===== src/rtl/key_conditioner_if.sv =====
// Key path bundle between the front-panel keys and the conditioner.
// The panel side (master) drives the raw keys; the conditioner (slave) drives the clean levels.
interface key_conditioner_if;
    logic key_inc_raw;
    logic key_dec_raw;
    logic increment_address;
    logic decrement_address;
    logic key_inc_stable;
    logic key_dec_stable;
    logic repeat_active;

    modport master (
        output key_inc_raw,
        output key_dec_raw,
        input  increment_address,
        input  decrement_address,
        input  key_inc_stable,
        input  key_dec_stable,
        input  repeat_active
    );

    modport slave (
        input  key_inc_raw,
        input  key_dec_raw,
        output increment_address,
        output decrement_address,
        output key_inc_stable,
        output key_dec_stable,
        output repeat_active
    );
endinterface


===== src/rtl/key_conditioner.sv =====
// Synchronises, debounces and arbitrates the two address-step keys, with hold-to-repeat,
// producing clean increment/decrement levels for rom_reader.
//
// state   | meaning
// --------+----------------------------------------------------------
// IDLE    | no key accepted, both outputs low
// INC_ON  | increment_address high (first press or repeat high time)
// INC_GAP | increment_address low between repeated increments
// DEC_ON  | decrement_address high (first press or repeat high time)
// DEC_GAP | decrement_address low between repeated decrements
// LOCKOUT | conflicting keys seen, wait until both are released
module key_conditioner #(
    parameter int DEBOUNCE_CYCLES      = 50000,
    parameter int REPEAT_DELAY_CYCLES  = 25000000,
    parameter int REPEAT_PERIOD_CYCLES = 5000000,
    parameter int REPEAT_GAP_CYCLES    = 4,
    parameter int KEY_ACTIVE_LOW       = 1
) (
    input logic              clk,
    input logic              reset_n,
    key_conditioner_if.slave kc
);
    localparam int DBW     = $clog2(DEBOUNCE_CYCLES + 1);
    localparam int TMAX_DP = (REPEAT_DELAY_CYCLES > REPEAT_PERIOD_CYCLES) ?
                             REPEAT_DELAY_CYCLES : REPEAT_PERIOD_CYCLES;
    localparam int TMAX    = (TMAX_DP > REPEAT_GAP_CYCLES) ? TMAX_DP : REPEAT_GAP_CYCLES;
    localparam int TW      = $clog2(TMAX + 1);

    localparam logic [DBW-1:0] DEB_LAST    = DBW'(DEBOUNCE_CYCLES - 1);
    localparam logic [TW-1:0]  DELAY_LAST  = TW'(REPEAT_DELAY_CYCLES - 1);
    localparam logic [TW-1:0]  PERIOD_LAST = TW'(REPEAT_PERIOD_CYCLES - 1);
    localparam logic [TW-1:0]  GAP_LAST    = TW'(REPEAT_GAP_CYCLES - 1);
    localparam logic           RAW_IDLE    = (KEY_ACTIVE_LOW != 0);

    typedef enum logic [2:0] {
        IDLE,
        INC_ON,
        INC_GAP,
        DEC_ON,
        DEC_GAP,
        LOCKOUT
    } state_t;

    // bit 0 = increment key, bit 1 = decrement key
    logic [1:0]          sync1;
    logic [1:0]          sync2;
    logic [1:0]          synced;
    logic [1:0]          key_stable;
    logic [1:0][DBW-1:0] deb_cnt;

    state_t         state;
    state_t         state_nxt;
    logic [TW-1:0]  timer;
    logic [TW-1:0]  timer_nxt;
    logic [TW-1:0]  on_last;
    logic           rpt_q;
    logic           rpt_nxt;
    logic           inc_addr_q;
    logic           dec_addr_q;
    logic           inc_st;
    logic           dec_st;

    assign synced = sync2 ^ {2{RAW_IDLE}};
    assign inc_st = key_stable[0];
    assign dec_st = key_stable[1];

    // Sync FFs reset to the released level so a key held through reset is seen as a fresh press.
    always_ff @(posedge clk or negedge reset_n) begin
        if (!reset_n) begin
            sync1      <= {2{RAW_IDLE}};
            sync2      <= {2{RAW_IDLE}};
            key_stable <= '0;
            deb_cnt    <= '0;
        end else begin
            sync1 <= {kc.key_dec_raw, kc.key_inc_raw};
            sync2 <= sync1;
            for (int i = 0; i < 2; i++) begin
                if (synced[i] == key_stable[i]) begin
                    deb_cnt[i] <= '0;
                end else if (deb_cnt[i] == DEB_LAST) begin
                    key_stable[i] <= synced[i];
                    deb_cnt[i]    <= '0;
                end else begin
                    deb_cnt[i] <= deb_cnt[i] + 1'b1;
                end
            end
        end
    end

    assign on_last = rpt_q ? PERIOD_LAST : DELAY_LAST;

    always_comb begin
        state_nxt = state;
        rpt_nxt   = rpt_q;
        timer_nxt = '0;
        case (state)
            IDLE: begin
                if (inc_st && dec_st)  state_nxt = LOCKOUT;
                else if (inc_st)       state_nxt = INC_ON;
                else if (dec_st)       state_nxt = DEC_ON;
            end
            INC_ON: begin
                if (dec_st)                state_nxt = IDLE == IDLE ? LOCKOUT : LOCKOUT;
                else if (!inc_st)          state_nxt = IDLE;
                else if (timer == on_last) begin
                    state_nxt = INC_GAP;
                    rpt_nxt   = 1'b1;
                end
            end
            INC_GAP: begin
                if (timer == GAP_LAST) begin
                    if (dec_st)       state_nxt = LOCKOUT;
                    else if (!inc_st) state_nxt = IDLE;
                    else              state_nxt = INC_ON;
                end
            end
            DEC_ON: begin
                if (inc_st)                state_nxt = LOCKOUT;
                else if (!dec_st)          state_nxt = IDLE;
                else if (timer == on_last) begin
                    state_nxt = DEC_GAP;
                    rpt_nxt   = 1'b1;
                end
            end
            DEC_GAP: begin
                if (timer == GAP_LAST) begin
                    if (inc_st)       state_nxt = LOCKOUT;
                    else if (!dec_st) state_nxt = IDLE;
                    else              state_nxt = DEC_ON;
                end
            end
            LOCKOUT: begin
                if (!inc_st && !dec_st) state_nxt = IDLE;
            end
            default: state_nxt = IDLE;
        endcase

        if (state_nxt == IDLE || state_nxt == LOCKOUT) rpt_nxt = 1'b0;

        // Timer restarts on every state entry and only runs in the timed states.
        if (state_nxt == state &&
            (state == INC_ON || state == INC_GAP || state == DEC_ON || state == DEC_GAP))
            timer_nxt = timer + 1'b1;
    end

    always_ff @(posedge clk or negedge reset_n) begin
        if (!reset_n) begin
            state      <= IDLE;
            timer      <= '0;
            rpt_q      <= 1'b0;
            inc_addr_q <= 1'b0;
            dec_addr_q <= 1'b0;
        end else begin
            state      <= state_nxt;
            timer      <= timer_nxt;
            rpt_q      <= rpt_nxt;
            inc_addr_q <= (state_nxt == INC_ON);
            dec_addr_q <= (state_nxt == DEC_ON);
        end
    end

    assign kc.increment_address = inc_addr_q;
    assign kc.decrement_address = dec_addr_q;
    assign kc.key_inc_stable    = inc_st;
    assign kc.key_dec_stable    = dec_st;
    assign kc.repeat_active     = rpt_q;
endmodule


===== src/flat_wrapper.sv =====
// flat-port wrapper written by rule: the top's interface ports become plain ports
module key_conditioner_flat 
#(
    parameter int DEBOUNCE_CYCLES      = 50000,
    parameter int REPEAT_DELAY_CYCLES  = 25000000,
    parameter int REPEAT_PERIOD_CYCLES = 5000000,
    parameter int REPEAT_GAP_CYCLES    = 4,
    parameter int KEY_ACTIVE_LOW       = 1
)
  (clk, reset_n, kc_key_inc_raw, kc_key_dec_raw, kc_increment_address, kc_decrement_address, kc_key_inc_stable, kc_key_dec_stable, kc_repeat_active);
  key_conditioner_if kc_i ();
  input logic clk;
  input logic reset_n;
  input wire logic [$bits(kc_i.key_inc_raw)-1:0] kc_key_inc_raw;
  input wire logic [$bits(kc_i.key_dec_raw)-1:0] kc_key_dec_raw;
  output wire logic [$bits(kc_i.increment_address)-1:0] kc_increment_address;
  output wire logic [$bits(kc_i.decrement_address)-1:0] kc_decrement_address;
  output wire logic [$bits(kc_i.key_inc_stable)-1:0] kc_key_inc_stable;
  output wire logic [$bits(kc_i.key_dec_stable)-1:0] kc_key_dec_stable;
  output wire logic [$bits(kc_i.repeat_active)-1:0] kc_repeat_active;
  assign kc_i.key_inc_raw = kc_key_inc_raw;
  assign kc_i.key_dec_raw = kc_key_dec_raw;
  assign kc_increment_address = kc_i.increment_address;
  assign kc_decrement_address = kc_i.decrement_address;
  assign kc_key_inc_stable = kc_i.key_inc_stable;
  assign kc_key_dec_stable = kc_i.key_dec_stable;
  assign kc_repeat_active = kc_i.repeat_active;
  key_conditioner #(.DEBOUNCE_CYCLES(DEBOUNCE_CYCLES), .REPEAT_DELAY_CYCLES(REPEAT_DELAY_CYCLES), .REPEAT_PERIOD_CYCLES(REPEAT_PERIOD_CYCLES), .REPEAT_GAP_CYCLES(REPEAT_GAP_CYCLES), .KEY_ACTIVE_LOW(KEY_ACTIVE_LOW)) u_core (.clk(clk), .reset_n(reset_n), .kc(kc_i));
endmodule

===== config.mk =====
export PLATFORM = sky130hd
export DESIGN_NAME = key_conditioner_flat
export DESIGN_NICKNAME = d
export VERILOG_FILES = /design/src/rtl/key_conditioner_if.sv /design/src/rtl/key_conditioner.sv /design/src/flat_wrapper.sv
export SDC_FILE = /design/constraint.sdc
export NUM_CORES = 1
export LEC_CHECK = 0
export BUFFER_PORTS_ARGS = -buffer_cell sky130_fd_sc_hd__buf_2
export CORE_MARGIN = 1
export CORE_UTILIZATION = 50
export DETAILED_ROUTE_END_ITERATION = 8
export GPL_TIMING_DRIVEN = 0
export PLACE_DENSITY = 0.73
export SYNTH_ARGS = -nofsm -noshare
export SYNTH_HDL_FRONTEND = slang
export SYNTH_SLANG_ARGS = --single-unit

===== constraint.sdc =====
create_clock -name clk -period 7.2 [get_ports clk]
set_clock_uncertainty 0.05 [all_clocks]
set_input_delay 2.16 -clock clk [delete_from_list [all_inputs] [get_ports clk]]
set_output_delay 2.16 -clock clk [all_outputs]
set_load 0.03 [all_outputs]

==> impl_metrics.py <==
metrics = {
    "cts": {
        "cts_max_level": 3,
        "cts_sinks": 69,
        "path_clk_slew_ns": 0.07,
        "post_cts.repair.setup_buffers": 0,
        "clock_path_buffers": 2,
        "tritoncts": "yes",
        "hold_buffers": 0,
        "cts_bufs_inserted": 9,
        "worst_skew_pair.late_latency_ns": 0.35,
        "cts_resized": 0,
        "cts.root.buffer_cell": "sky130_fd_sc_hd__clkbuf_8",
    },
    "synth": {
        "seq_area_frac_synth": 0.485,
        "postSynthCellCount": 372,
        "yosys_register_bits": 69,
        "synthesis.area_mm2": 0.00357,
        "synthesis.nets": 379,
        "synth-warning-count": 0,
        "avgSynthCellArea_um2": 9.61,
        "synth_cell_types": 42,
    },
    "finish": {
        "mostFrequentLayoutCell": "sky130_fd_sc_hd__dfrtp_1",
        "mostFrequentLayoutCells": "sky130_fd_sc_hd__dfrtp_1, sky130_fd_sc_hd__nor2_1, sky130_fd_sc_hd__nor3_1",
        "layout-area-overhead-vs-synth_pct": 11.4,
        "antennaDiodeCount": 0,
        "nFillCells": 599,
        "layout-drive-gt1-share": 0.109,
        "nNetsFinal": 398,
    },
    "setup_path": {
        "crit_required_ns": 4.99,
        "crit_path_start_kind": "flop",
        "r2r_start": "u_core.timer[8]",
        "critPathArrivalTime_ns": 1.00,
        "cp.buffers_inverters": 1,
        "cp-end-kind": "primary output",
        "slowest_delay_ns": 0.43,
        "r2r_setup_slack_ns": 4.39,
        "worstPathCellList": "buf_2",
        "r2r_end": "u_core.timer[5]",
        "critical_path_class": "flop to primary output",
        "critical_path.slowest_cell": "sky130_fd_sc_hd__dfrtp_1",
        "critical_path_peak_fanout": 4,
        "cpLargestDelayFamily": "flip-flops",
        "reg2regPathDepth": 7,
    },
    "timing": {
        "final.hold.worst_slack_ns": 0.315,
        "final_max_slew_viol_count": 0,
        "setup_viol": 0,
        "unrepaired_setup_endpoints_after_global_routing": "false",
        "fmax_mhz": 311,
        "crit_path_time_final_ns": 3.21,
        "slew-limit-headroom": 0.437,
        "setup_tns_ns": 0,
        "tightest_slew_ns": 0.845,
        "hold_viol": 0,
        "period_share": 0.446,
    },
    "min_path": {
        "min_to": "u_core.sync2[1]",
        "min_from": "u_core.sync1[1]",
        "worst_hold_path.num_cells": 0,
        "hold_wc_path_type": "flop to flop",
    },
    "placement": {
        "port_buffers": 8,
        "gp_routability_congestion": 0.821,
        "dpl.hpwl_mm": 4.62,
    },
    "power": {
        "finalPower_uw": 794,
        "leakage_nw": 1.66,
        "vdd.ir_drop.worst_mv": 0.201,
        "pwr_density_cell_mw_per_mm2": 199,
    },
    "grt": {
        "overall_global_routing_usage": 0.210,
        "grt_antenna_before_repair": 0,
        "grt_first_pass_wirelength_mm": 12.1,
        "grt_max_degree": 70,
        "globalRouteOverflowTotal": 0,
        "first_global_vias": 2617,
    },
    "die": {
        "die-height_um": 86.5,
        "num_rows": 30,
        "die_w_um": 86.5,
        "dieArea_mm2": 0.00749,
        "core_mm2": 0.00683,
        "boundaryPins": 9,
        "initial_core_util": 0.523,
    },
    "detailed_routing": {
        "drtAntennaViolNets": 0,
        "post_drt_via_cell_ratio": 5.52,
        "route.final.wire_length_mm": 6.78,
        "routed-via-count": 2715,
        "wl_per_cell_um": 13.8,
        "drc_errors": 0,
        "drt_iter0_drc": 163,
        "drt_pre_antenna_iters": 4,
    },
    "flow_run": {
        "max_cap_viol_count": 0,
    },
    "run_status": {
        "outcome": "complete, no violations",
    },
}
[worst max path at each step]
stage	start	end	slack [ns]	depth (start not counted)
after floorplan	u_core.kc.repeat_active	kc_repeat_active	4.48	0
after global placement	reset_n	u_core.timer[16]	3.63	1
after detailed placement	reset_n	u_core.timer[16]	4.26	1
after CTS	u_core.kc.repeat_active	kc_repeat_active	3.99	1
after global routing	u_core.kc.repeat_active	kc_repeat_active	3.96	1
final	u_core.kc.repeat_active	kc_repeat_active	3.99	1
[cell type report]
cell class,count,area [um^2],share of cell area
multi-input combinational,283,1740,0.436
inverter,8,30.0,0.00754
sequential,69,1730,0.435
clock buffer,9,124,0.0311
tap,96,120,0.0302
buffer,12,75.1,0.0189
timing repair buffer,8,42.5,0.0107
clock inverter,7,121,0.0305
[cell usage after synthesis (all sizes together)]
master,count,area share
and2,4,0.0070
nor2,54,0.057
a2111oi,1,0.0077
nand2b,2,0.0035
a22oi,3,0.0063
xor2,27,0.066
mux2i,1,0.0028
or4bb,1,0.0032
o21ai,5,0.0081
a21boi,3,0.0084
and3,13,0.023
dfstp,4,0.029
o22ai,1,0.0018
xnor2,26,0.064
and4,2,0.0049
a21oi,6,0.0084
ha,3,0.011
nand3,20,0.028
a21bo,1,0.0028
nor3,36,0.052
buf,4,0.013
nand3b,2,0.0042
or4,1,0.0032
nand2,33,0.035
a31oi,3,0.0095
o21bai,1,0.0021
o22a,1,0.0025
o31ai,2,0.0042
nor2b,3,0.0053
nor4b,3,0.0074
clkbuf,8,0.0084
a2bb2oi,2,0.0084
or2,3,0.0053
nand4,11,0.019
dfrtp,65,0.46
inv,8,0.0084
nor4,9,0.016
[layer usage]
metal,global-route usage,vias up,wire (um)
met3,0.0457,6,284
met1,0.302,1330,3330
met2,0.310,53,3090
met4,0.0848,0,78
li1,-,1326,-
met5,0,-,0
[flip-flops by register name, summed over array words and instances (netlist names)]
name,count
u_core.timer,25
u_core.key_stable,2
u_core.state,3
u_core.kc.decrement_address,1
u_core.kc.repeat_active,1
u_core.sync2,2
u_core.kc.increment_address,1
u_core.deb_cnt,32
u_core.sync1,2
[report_power, final]
| group | total, mW | switching [mW] | internal [mW] |
|---|---|---|---|
| Combinational | 0.0158 | 0.0118 | 0.00394 |
| Clock | 0.383 | 0.152 | 0.232 |
| Sequential | 0.394 | 0.00228 | 0.392 |
| Total | 0.794 | 0.166 | 0.628 |
[per-stage QoR]
step	setup slack, ns	area (um^2)	utilization	instances
3_5_place_dp	4.26	3740	0.547	476
2_1_floorplan	4.48	3570	-	372
3_3_place_gp	3.63	3730	0.547	476
4_1_cts	3.99	3980	0.583	492
6_report	3.99	3980	0.583	492
5_1_grt	3.96	3980	0.583	492
[cells by family after synthesis]
family	after synthesis	share of synthesized area
simple gates	197	0.273
flops	69	0.485
xor+xnor	53	0.130
compound gates	29	0.0700
buf+inv	20	0.0294
fa+ha+maj	3	0.0105
mux	1	0.00280
No activity file was read; power rests on OpenSTA's default activity.
